==> config.mk <==
export PLATFORM = sky130hd
export DESIGN_NAME = phase_sequencer
export DESIGN_NICKNAME = d
export VERILOG_FILES = /design/src/rtl/phase_sequencer.sv
export SDC_FILE = /design/constraint.sdc
export NUM_CORES = 1
export LEC_CHECK = 0
export ABC_AREA = 1
export BUFFER_PORTS_ARGS = -buffer_cell sky130_fd_sc_hd__clkbuf_2
export CORE_UTILIZATION = 35
export DETAILED_ROUTE_END_ITERATION = 7
export MAX_ROUTING_LAYER = met4
export SYNTH_ARGS = -nofsm -noshare
export SYNTH_HDL_FRONTEND = slang
export SYNTH_SLANG_ARGS = --single-unit
export TNS_END_PERCENT = 50
==> constraint.sdc <==
create_clock -name clk -period 7.3 [get_ports clk]
set_input_delay 2.19 -clock clk [delete_from_list [all_inputs] [get_ports clk]]
set_output_delay 2.19 -clock clk [all_outputs]
set_load 0.02 [all_outputs]
==> src/rtl/phase_sequencer.sv <==
`default_nettype none
// ============================================================================
// phase_sequencer -- steps through NUM_PHASES phases with start/done handshakes,
// looping for a programmable iteration count. Optional watchdog: PHASE_TIMEOUT_EN.
// Revision: 1.0
// ============================================================================
module phase_sequencer #(
    parameter int NUM_PHASES = 5,
    parameter int STATE_W    = 3,
    parameter int ITER_W     = 16,
    parameter int TIMEOUT_W  = 12
) (
    input  logic                  clk,
    input  logic                  rst,
    input  logic                  i_start,
    input  logic                  i_finish,
    input  logic [ITER_W-1:0]     i_iter_limit,
    input  logic [NUM_PHASES-1:0] i_phase_done,
    output logic [STATE_W-1:0]    o_state,
    output logic [NUM_PHASES-1:0] o_phase_start,
    output logic [ITER_W-1:0]     o_iter_cnt,
    output logic                  o_busy,
    output logic                  o_done,
    output logic                  o_error
);

    localparam logic [STATE_W-1:0] c_IDLE  = '0;
    localparam logic [STATE_W-1:0] c_FIRST = STATE_W'(1);
    localparam logic [STATE_W-1:0] c_LAST  = STATE_W'(NUM_PHASES);
    localparam logic [STATE_W-1:0] c_DONE  = STATE_W'(NUM_PHASES + 1);
    localparam logic [STATE_W-1:0] c_ERR   = STATE_W'(NUM_PHASES + 2);

    logic [STATE_W-1:0]    r_state;
    logic [NUM_PHASES-1:0] r_phase_start;
    logic [ITER_W-1:0]     r_iter_cnt;
    logic [ITER_W-1:0]     r_limit;
    logic                  r_busy;
    logic                  r_done;
    logic                  r_error;

    logic                  w_in_phase;
    logic                  w_ack;
    logic                  w_enter;
    logic                  w_timeout;
    logic [STATE_W-1:0]    w_next_state;
    logic [ITER_W-1:0]     w_next_iter;
    logic [ITER_W-1:0]     w_next_limit;
    logic [ITER_W-1:0]     w_iter_inc;
    logic [NUM_PHASES-1:0] w_start_vec;

    assign w_in_phase = (r_state >= c_FIRST) && (r_state <= c_LAST);
    assign w_iter_inc = r_iter_cnt + ITER_W'(1);

    // Only the current phase's acknowledge is looked at.
    always_comb begin
        w_ack = 1'b0;
        for (int p = 1; p <= NUM_PHASES; p++) begin
            if (r_state == STATE_W'(p)) begin
                w_ack = i_phase_done[p-1];
            end
        end
    end

    always_comb begin
        w_next_state = r_state;
        w_enter      = 1'b0;
        w_next_iter  = r_iter_cnt;
        w_next_limit = r_limit;
        if ((r_state == c_IDLE) || (r_state == c_DONE) || (r_state == c_ERR)) begin
            if (i_start) begin
                w_next_state = c_FIRST;
                w_enter      = 1'b1;
                w_next_iter  = '0;
                w_next_limit = i_iter_limit;
            end
        end else if (w_in_phase) begin
            if (i_finish) begin
                w_next_state = c_DONE;
            end else if (w_ack) begin
                if (r_state == c_LAST) begin
                    w_next_iter = w_iter_inc;
                    if ((r_limit != '0) && (w_iter_inc == r_limit)) begin
                        w_next_state = c_DONE;
                    end else begin
                        w_next_state = c_FIRST;
                        w_enter      = 1'b1;
                    end
                end else begin
                    w_next_state = r_state + c_FIRST;
                    w_enter      = 1'b1;
                end
            end else if (w_timeout) begin
                w_next_state = c_ERR;
            end
        end else begin
            w_next_state = c_IDLE;
        end
    end

    // A pulse fires on every phase entry, including phase 1 re-entry on loop-back.
    always_comb begin
        w_start_vec = '0;
        for (int p = 1; p <= NUM_PHASES; p++) begin
            w_start_vec[p-1] = w_enter && (w_next_state == STATE_W'(p));
        end
    end

`ifdef PHASE_TIMEOUT_EN
    logic [TIMEOUT_W-1:0] r_wd;

    always_ff @(posedge clk or posedge rst) begin
        if (rst) begin
            r_wd <= '0;
        end else if (w_in_phase && !w_enter && (w_next_state == r_state)) begin
            r_wd <= r_wd + TIMEOUT_W'(1);
        end else begin
            r_wd <= '0;
        end
    end

    assign w_timeout = w_in_phase && (&r_wd) && !w_ack && !i_finish;
`else
    if (TIMEOUT_W > 0) begin : g_no_watchdog
        assign w_timeout = 1'b0;
    end
`endif

    always_ff @(posedge clk or posedge rst) begin
        if (rst) begin
            r_state       <= c_IDLE;
            r_phase_start <= '0;
            r_iter_cnt    <= '0;
            r_limit       <= '0;
            r_busy        <= 1'b0;
            r_done        <= 1'b0;
            r_error       <= 1'b0;
        end else begin
            r_state       <= w_next_state;
            r_phase_start <= w_start_vec;
            r_iter_cnt    <= w_next_iter;
            r_limit       <= w_next_limit;
            r_busy        <= (w_next_state >= c_FIRST) && (w_next_state <= c_LAST);
            r_done        <= (w_next_state == c_DONE);
            r_error       <= (w_next_state == c_ERR);
        end
    end

    assign o_state       = r_state;
    assign o_phase_start = r_phase_start;
    assign o_iter_cnt    = r_iter_cnt;
    assign o_busy        = r_busy;
    assign o_done        = r_done;
    assign o_error       = r_error;

endmodule
`default_nettype wire
# Word level (Yosys, flattened, before mapping)

Index checks and enable logic that the tools add are counted.

Logic and storage cells: 72
Register bits: 43
Bits of input ports: 25

Add/subtract/negate cells: 2
Equal/unequal tests: 17
Muxes and demuxes: 25
Reductions and logical operators: 17
Magnitude comparators: 4

Operator list:

| cell                    | number |
|---|---|
| $mux W16                | 6 |
| $eq A3 B3 Y1 const B    | 8 |
| $mux W3                 | 7 |
| $add A16 B1 Y16 const B | 1 |
| $eq A16 B16 Y1          | 1 |
| $reduce_bool A16 Y1     | 1 |
| $eq A3 B2 Y1 const B    | 4 |
| $mux W1                 | 12 |
| $logic_and A1 B1 Y1     | 8 |
| $eq A3 B1 Y1 const B    | 2 |
| $ge A3 B1 Y1 const B    | 2 |
| $le A3 B3 Y1 const B    | 2 |
| $reduce_bool A2 Y1      | 3 |
| $reduce_and A5 Y1       | 1 |
| $add A3 B1 Y3 const B   | 1 |
| $logic_not A3 Y1        | 1 |
| $logic_or A1 B1 Y1      | 2 |
| $ne A2 B1 Y1 const B    | 1 |
| $ne A2 B2 Y1 const B    | 1 |
| $reduce_and A2 Y1       | 1 |

# Depth between registers and ports, before layout

Gate-level depths: netlist of the first run.

Depth after elaboration: 12
Mapped depth: 21
Mapped depth without buffers: 21

# Worst setup path before layout of the first run

OpenSTA, ideal clock, no wires.

Kind: input-to-reg
From: input port i_phase_done[0]
To: register r_busy, in the netlist o_busy
Stages on the path: 11
Setup slack: 3.953 ns
Arrival: 3.231 ns
Data required time: 7.184 ns
Path buffers: 0
Path through: a21oi_1 > nor3_1 > o221ai_1 > nand2_1 > inv_1 > nand2_1 > nand2_2 > a21oi_4 > nand3_1 > nand2_1 > nand2_1

Word-level cells in the longest chain between the ends: 11

RTL lines:

| item                                         | line | RTL |
|---|---|---|
| start, declared                              | 18   | `input logic [NUM_PHASES-1:0] i_phase_done,` |
| $mux W1 * (5 in a row)                       | 58   | `if (r_state == STATE_W'(p)) begin` |
| $mux W3 *                                    | 79   | `end else if (w_ack) begin` |
| $mux W3 *                                    | 77   | `if (i_finish) begin` |
| $mux W3 *                                    | 76   | `end else if (w_in_phase) begin` |
| $mux W3 *                                    | 69   | `if ((r_state == c_IDLE) \|\| (r_state == c_DONE) \|\| (r_state == c_ERR)) begin` |
| $ge A3 B1 Y1 or $le A3 B3 Y1 (tied branches) | 142  | `r_busy <= (w_next_state >= c_FIRST) && (w_next_state <= c_LAST);` |
| $logic_and A1 B1 Y1 *                        | 142  |  |
| end signal, assigned                         | 142  |  |
| end, declared                                | 37   | `logic r_busy;` |

Every way passes the cells marked *; elsewhere a longest branch is shown, timed or not.
A chain may end at the register's enable or synchronous reset.

# Final worst setup path of the first run

From: input port i_finish
To: register r_iter_cnt[0], in the netlist o_iter_cnt[0]

Word-level cells in the longest chain between the ends: 2

RTL lines:

| item                        | line | RTL |
|---|---|---|
| start, declared             | 16   | `input logic i_finish,` |
| $ne A2 B1 Y1 (no line)      | --   |  |
| $reduce_and A5 Y1 (no line) | --   |  |
| end signal, assigned        | 140  | `r_iter_cnt <= w_next_iter;` |
| end, declared               | 35   | `logic [ITER_W-1:0] r_iter_cnt;` |

No other way between the ends.

==> impl_metrics.tcl, run 1 <==
set metrics [dict create \
    path_clk_slew_ns 0.09 \
    htree_levels 2 \
    start_kind "input pin" \
    antennaDiodeCount 0 \
    slowest_stage "nand2_1" \
    avgSynthCellArea_um2 7.33 \
    ys_seq_area_frac 0.395 \
    synth_nets 404 \
    place.gp.congestion 0.872 \
    firstDrtPassIters 4 \
    cts_made_buffers 5 \
    setup.worst_path.class "input pin to register" \
    path_buf_inv 1 \
    yosysMostFrequentCell "nand2_1" \
    p_int_w 0.000584 \
    layout_min_cycle_time_ns 3.55 \
    netlist_area_um2 2730 \
    tightest_slew_ns 0.574 \
    netlist-cell-type-count 34 \
    grt_pass1_vias 2464 \
    post_drt_wl_per_cell_um 13.1 \
    cp-end-kind "register" \
    worstPathMaxFanout 17 \
    drc 0 \
    fin_nets 458 \
    slew_viol_final 0 \
    cts_tree "done" \
    async_reset_ff_frac 1.00 \
    comb_power_share 0.474 \
    synth-main-ff-cell "dfrtp_1" \
    grt-ovfl-total 0 \
    multi_input_area_um2 1420 \
    yosys.area.top_type_share 0.395 \
    hold_path_depth 2 \
    root_buffer "clkbuf_8" \
    clock_latency_ns 0.30 \
    ys_top_cells_by_count "90 x nand2_1, 47 x inv_1, 43 x dfrtp_1" \
    cts_setup_buffers 0 \
    cts-resized-gates 0 \
    postRouteWirelength_um 6890 \
    area_growth_pct 17.6 \
    die_h_um 90.3 \
    clock_skew_ns 0.00843 \
    layout.area.seq_um2 1080 \
    synth_edf_count 0 \
    netSwitchingPower_w 0.000460 \
    p_leak_nw 1.64 \
    final_layout_size_suffix_gt1_frac 0.239 \
    p_seq_frac 0.336 \
    grt_use_total 0.180 \
    power_density_nw_per_um2 326 \
    hpwlAfterDp_um 5140 \
    holdCritPathClass "register to register" \
    grt_max_degree 44 \
    yosysTopAreaCell "dfrtp_1" \
    tns_ns 0 \
    maxCapViolCount 0 \
    path_cells "clkbuf_2 -> nor2_1 -> nand3_2 -> nand2_1 -> nand3_1 -> o21ai_0" \
    coreArea_um2 7410 \
    setup_viol 0 \
    cts_hold_buf 0 \
    r2r_cells 11 \
    netSwitchingFraction 0.440 \
    yosys_warnings 0 \
    rsz0062_at_grt "no" \
    netlist_instances 372 \
    rows 31 \
    ant_nets 0 \
    initial_core_util 0.368 \
    ys_ff_latch 43 \
    clkPwrFrac 0.190 \
    antenna_found_initial 0 \
    clockBufferDepth 2 \
    critical_path.top_delay_family "simple AND/OR/NAND/NOR gates" \
    die-area_um2 8150 \
    die_w_um 90.3 \
    io_buffers 51 \
    grt_pass1_wl_um 11500 \
    peakVddDrop_v 0.000230 \
    hold_slack_ns 0.540 \
    synth.area.top_cells "dfrtp_1 39%, nand2_1 12%, nand3_1 7.3%" \
    path_depth 6 \
    layout_worst_path_cycle_share 0.487 \
    hold_violations 0 \
    drtIter0Drc 132 \
    vias_per_cell 4.98 \
    ios 52 \
    status "completed" \
    cp.required_ns 7.51 \
    max_stage_delay_ns 0.57 \
    cp.arrival_ns 3.76 \
    nFillCells 796 \
    relSlewSlack 0.617 \
    clock-sinks 43 \
    fmax_mhz 281 \
    vias 2621 \
]
## final cells by class
class                      count  share of cell area
sequential                    43               0.336
clock inverter                 2              0.0109
tap                           99              0.0386
clock buffer                   6              0.0258
multi-input combinational    271               0.444
timing repair buffer          53              0.0843
inverter                      52              0.0609
## metal layers
| metal | vias to the layer above | global-route usage | part of all wire |
|---|---|---|---|
| met5 | - | - | 0 |
| met2 | 68 | 0.289 | 0.46 |
| li1 | 1314 | - | - |
| met1 | 1230 | 0.234 | 0.47 |
| met3 | 9 | 0.0236 | 0.048 |
| met4 | 0 | 0.0591 | 0.017 |
## cell usage in the layout (no fill, tap or decap), drive strengths merged
cell and n:
ha 7, nor3 2, nor2 47, inv 50
o22ai 14, nand4 11, clkinv 3, xnor2 1
buf 2, bufinv 1, xor2 2, mux2 1
nand2 109, clkbuf 57, a31oi 1, o221ai 1
dfrtp 43, or2 2, nand3 45, a21oi 20
o21ai 8
## cell families (layout without fill, tap and decap cells)
kind of cell,after synthesis,count (layout),synth area share
simple gates,216,216,0.376
buf+inv,58,113,0.0831
compound gates,44,44,0.100
flops,43,43,0.395
fa+ha+maj,7,7,0.0321
xor+xnor,3,3,0.00964
mux,1,1,0.00413
## worst reg2reg max path, cell delays in order (launching register included)
cell and delay, ns:
dfrtp_1 0.46, ha_1 0.26, ha_1 0.18, a21oi_1 0.17, o21ai_1 0.13, inv_1 0.19, nand2_1 0.10, nor2_1 0.29
nand3_2 0.39, nand2_1 0.58, nand3_1 0.12, o21ai_0 0.10
## power by group through the flow
stage | Sequential [W] | Clock, W | Combinational [W]
after floorplan | 0.000375 | 0 | 0.000359
after global placement | 0.000357 | 0 | 0.000487
after detailed placement | 0.000356 | 0 | 0.000497
after CTS | 0.000352 | 0.000203 | 0.000499
after global routing | 0.000361 | 0.000210 | 0.000559
final | 0.000350 | 0.000198 | 0.000495
## registers in the layout, summed over array words and instances (netlist names)
| signal | count |
|---|---|
| o_phase_start | 5 |
| o_busy | 1 |
| r_limit | 16 |
| o_error | 1 |
| o_state | 3 |
| o_done | 1 |
| o_iter_cnt | 16 |
## per-stage QoR
step / setup slack, ns / instances / utilization / area (um^2) / total power [W]
after floorplan: 3.95 / 372 / - / 2730 / 0.000735
after global placement: 3.50 / 518 / 0.417 / 3090 / 0.000844
after detailed placement: 3.41 / 518 / 0.417 / 3090 / 0.000853
after CTS: 3.74 / 526 / 0.433 / 3210 / 0.00105
after global routing: 3.55 / 526 / 0.433 / 3210 / 0.00113
final: 3.75 / 526 / 0.433 / 3210 / 0.00104
## final timing paths
kind | from | to | slack, ns
max | i_finish | o_iter_cnt[0]$_DFFE_PP0P_ | 3.75
min | r_limit[2]$_DFFE_PP0P_ | r_limit[2]$_DFFE_PP0P_ | 0.54
max reg2reg | o_state[0]$_DFF_PP0_ | o_iter_cnt[0]$_DFFE_PP0P_ | 4.25
min reg2reg | r_limit[2]$_DFFE_PP0P_ | r_limit[2]$_DFFE_PP0P_ | 0.54
max in group asynchronous | rst | o_iter_cnt[11]$_DFFE_PP0P_ | 4.91
min in group asynchronous | rst | o_phase_start[2]$_DFF_PP0_ | 2.00
No activity file was read; power rests on OpenSTA's default activity.
==> run 2: changes to the inputs <==
clock period = 3.45 ns   (was 7.3 ns; I/O delays follow)
==> impl_metrics.tcl, run 2 (synthesis results as in run 1) <==
set metrics [dict create \
    tightest_slew_ns 0.577 \
    hold_path_depth 2 \
    path_cells "ha_1 -> ha_1 -> a21oi_1 -> o21ai_1 -> inv_1 -> nand2_1 -> nor2_1 -> nand3_2 -> buf_4 -> nand2_1 -> nand3_1 -> o21ai_0" \
    holdCritPathClass "register to register" \
    rows 31 \
    grt_max_degree 44 \
    initial_core_util 0.368 \
    cts_setup_buffers 0 \
    hold_slack_ns 0.546 \
    drc 0 \
    setup_viol 0 \
    antenna_found_initial 0 \
    drtIter0Drc 75 \
    tns_ns 0 \
    fin_nets 460 \
    p_leak_nw 1.64 \
    area_growth_pct 17.6 \
    layout_min_cycle_time_ns 2.83 \
    ios 52 \
    post_drt_wl_per_cell_um 12.8 \
    die_w_um 90.3 \
    grt_pass1_wl_um 11600 \
    reg2reg_slack_ns 0.62 \
    power_density_nw_per_um2 685 \
    place_inst 520 \
    vias 2574 \
    ant_nets 0 \
    stdcell_area_um2 3210 \
    io_buffers 51 \
    status "completed" \
    clockBufferDepth 2 \
    r2r_start "o_state[0]$_DFF_PP0_" \
    die_h_um 90.3 \
    max_stage_delay_ns 0.45 \
    antennaDiodeCount 0 \
    cts_tree "done" \
    postRouteWirelength_um 6760 \
    root_buffer "clkbuf_8" \
    startpoint "o_state[0]$_DFF_PP0_" \
    start_kind "register" \
    fmax_mhz 354 \
    holdPathEnd "r_limit[2]$_DFFE_PP0P_" \
    coreArea_um2 7410 \
    worstPathMaxFanout 17 \
    grt_use_total 0.181 \
    slew_viol_final 0 \
    place.gp.congestion 0.883 \
    finalNonFillerCells 527 \
    cp.required_ns 3.66 \
    clock_latency_ns 0.30 \
    clock-sinks 43 \
    cts-resized-gates 0 \
    cts_hold_buf 0 \
    maxCapViolCount 0 \
    relSlewSlack 0.615 \
    vias_per_cell 4.88 \
    hpwlAfterDp_um 5220 \
    grt_pass1_vias 2478 \
    nFillCells 786 \
    die-area_um2 8150 \
    cts_made_buffers 5 \
    path_clk_slew_ns 0.08 \
    hold_violations 0 \
    htree_levels 2 \
    setup.worst_path.class "register to register" \
    grt-ovfl-total 0 \
    firstDrtPassIters 4 \
    final_layout_size_suffix_gt1_frac 0.238 \
    final_common_cell "nand2_1" \
    mostFrequentLayoutCells "90 x nand2_1, 51 x clkbuf_2, 46 x inv_1, 43 x dfrtp_1" \
    rsz0062_at_grt "no" \
    peakVddDrop_v 0.000336 \
    hp-start "r_limit[2]$_DFFE_PP0P_" \
    cp.arrival_ns 3.04 \
    rr_endpoint "o_iter_cnt[0]$_DFFE_PP0P_" \
    r2r_cells 12 \
    clock_skew_ns 0.0144 \
    placed_cell_area_um2 3100 \
    layout_worst_path_cycle_share 0.820 \
    slowest_stage "dfrtp_1" \
    cp-end-kind "register" \
]
==> run 2: cell type report <==
| type | count | area, um^2 | area share |
|---|---|---|---|
| multi-input combinational | 271 | 1420 | 0.444 |
| sequential | 43 | 1080 | 0.336 |
| timing repair buffer | 55 | 285 | 0.0890 |
| inverter | 52 | 195 | 0.0609 |
| tap | 99 | 124 | 0.0386 |
| clock buffer | 6 | 72.6 | 0.0226 |
| clock inverter | 1 | 30.0 | 0.00936 |
==> run 2: how the worst max path moves through the flow <==
stage,end,cells past startpoint,slack (ns)
after global routing,o_iter_cnt[0]$_DFFE_PP0P_,12,0.28
after floorplan,o_iter_cnt[10]$_DFFE_PP0P_,11,1.03
final,o_iter_cnt[0]$_DFFE_PP0P_,12,0.62
after global placement,o_iter_cnt[0]$_DFFE_PP0P_,12,0.76
after detailed placement,o_iter_cnt[9]$_DFFE_PP0P_,11,0.66
after CTS,o_iter_cnt[0]$_DFFE_PP0P_,12,0.64
==> run 2: worst max-delay path, delay by kind of cell, from the launching register on <==
kind | cells | cell delay, ns
AOI/OAI and AO/OA | 3 | 0.40
adders and majority gates | 2 | 0.43
buffers and inverters | 2 | 0.40
DFF | 1 | 0.45
and+or+nand+nor | 5 | 1.06
==> run 2: power by group <==
part	internal, W	total, W	switching, W
Sequential	0.000646	0.000745	0.0000985
Combinational	0.000363	0.00106	0.000697
Clock	0.000213	0.000391	0.000178
Total	0.00122	0.00220	0.000974
==> run 2: routing by layer <==
metal,up-vias,GRT usage,wire length (um)
met3,5,0.0236,298
li1,1314,-,-
met5,-,-,0
met1,1190,0.241,3310
met2,65,0.284,3080
met4,0,0.0618,74
==> run 2: through the flow <==
| stage | power (W) | util | setup WS, ns |
|---|---|---|---|
| floorplan | 0.00155 | - | 1.03 |
| global placement | 0.00182 | 0.419 | 0.764 |
| detailed placement | 0.00182 | 0.419 | 0.665 |
| CTS | 0.00222 | 0.433 | 0.640 |
| global route | 0.00239 | 0.433 | 0.284 |
| finish | 0.00220 | 0.433 | 0.622 |
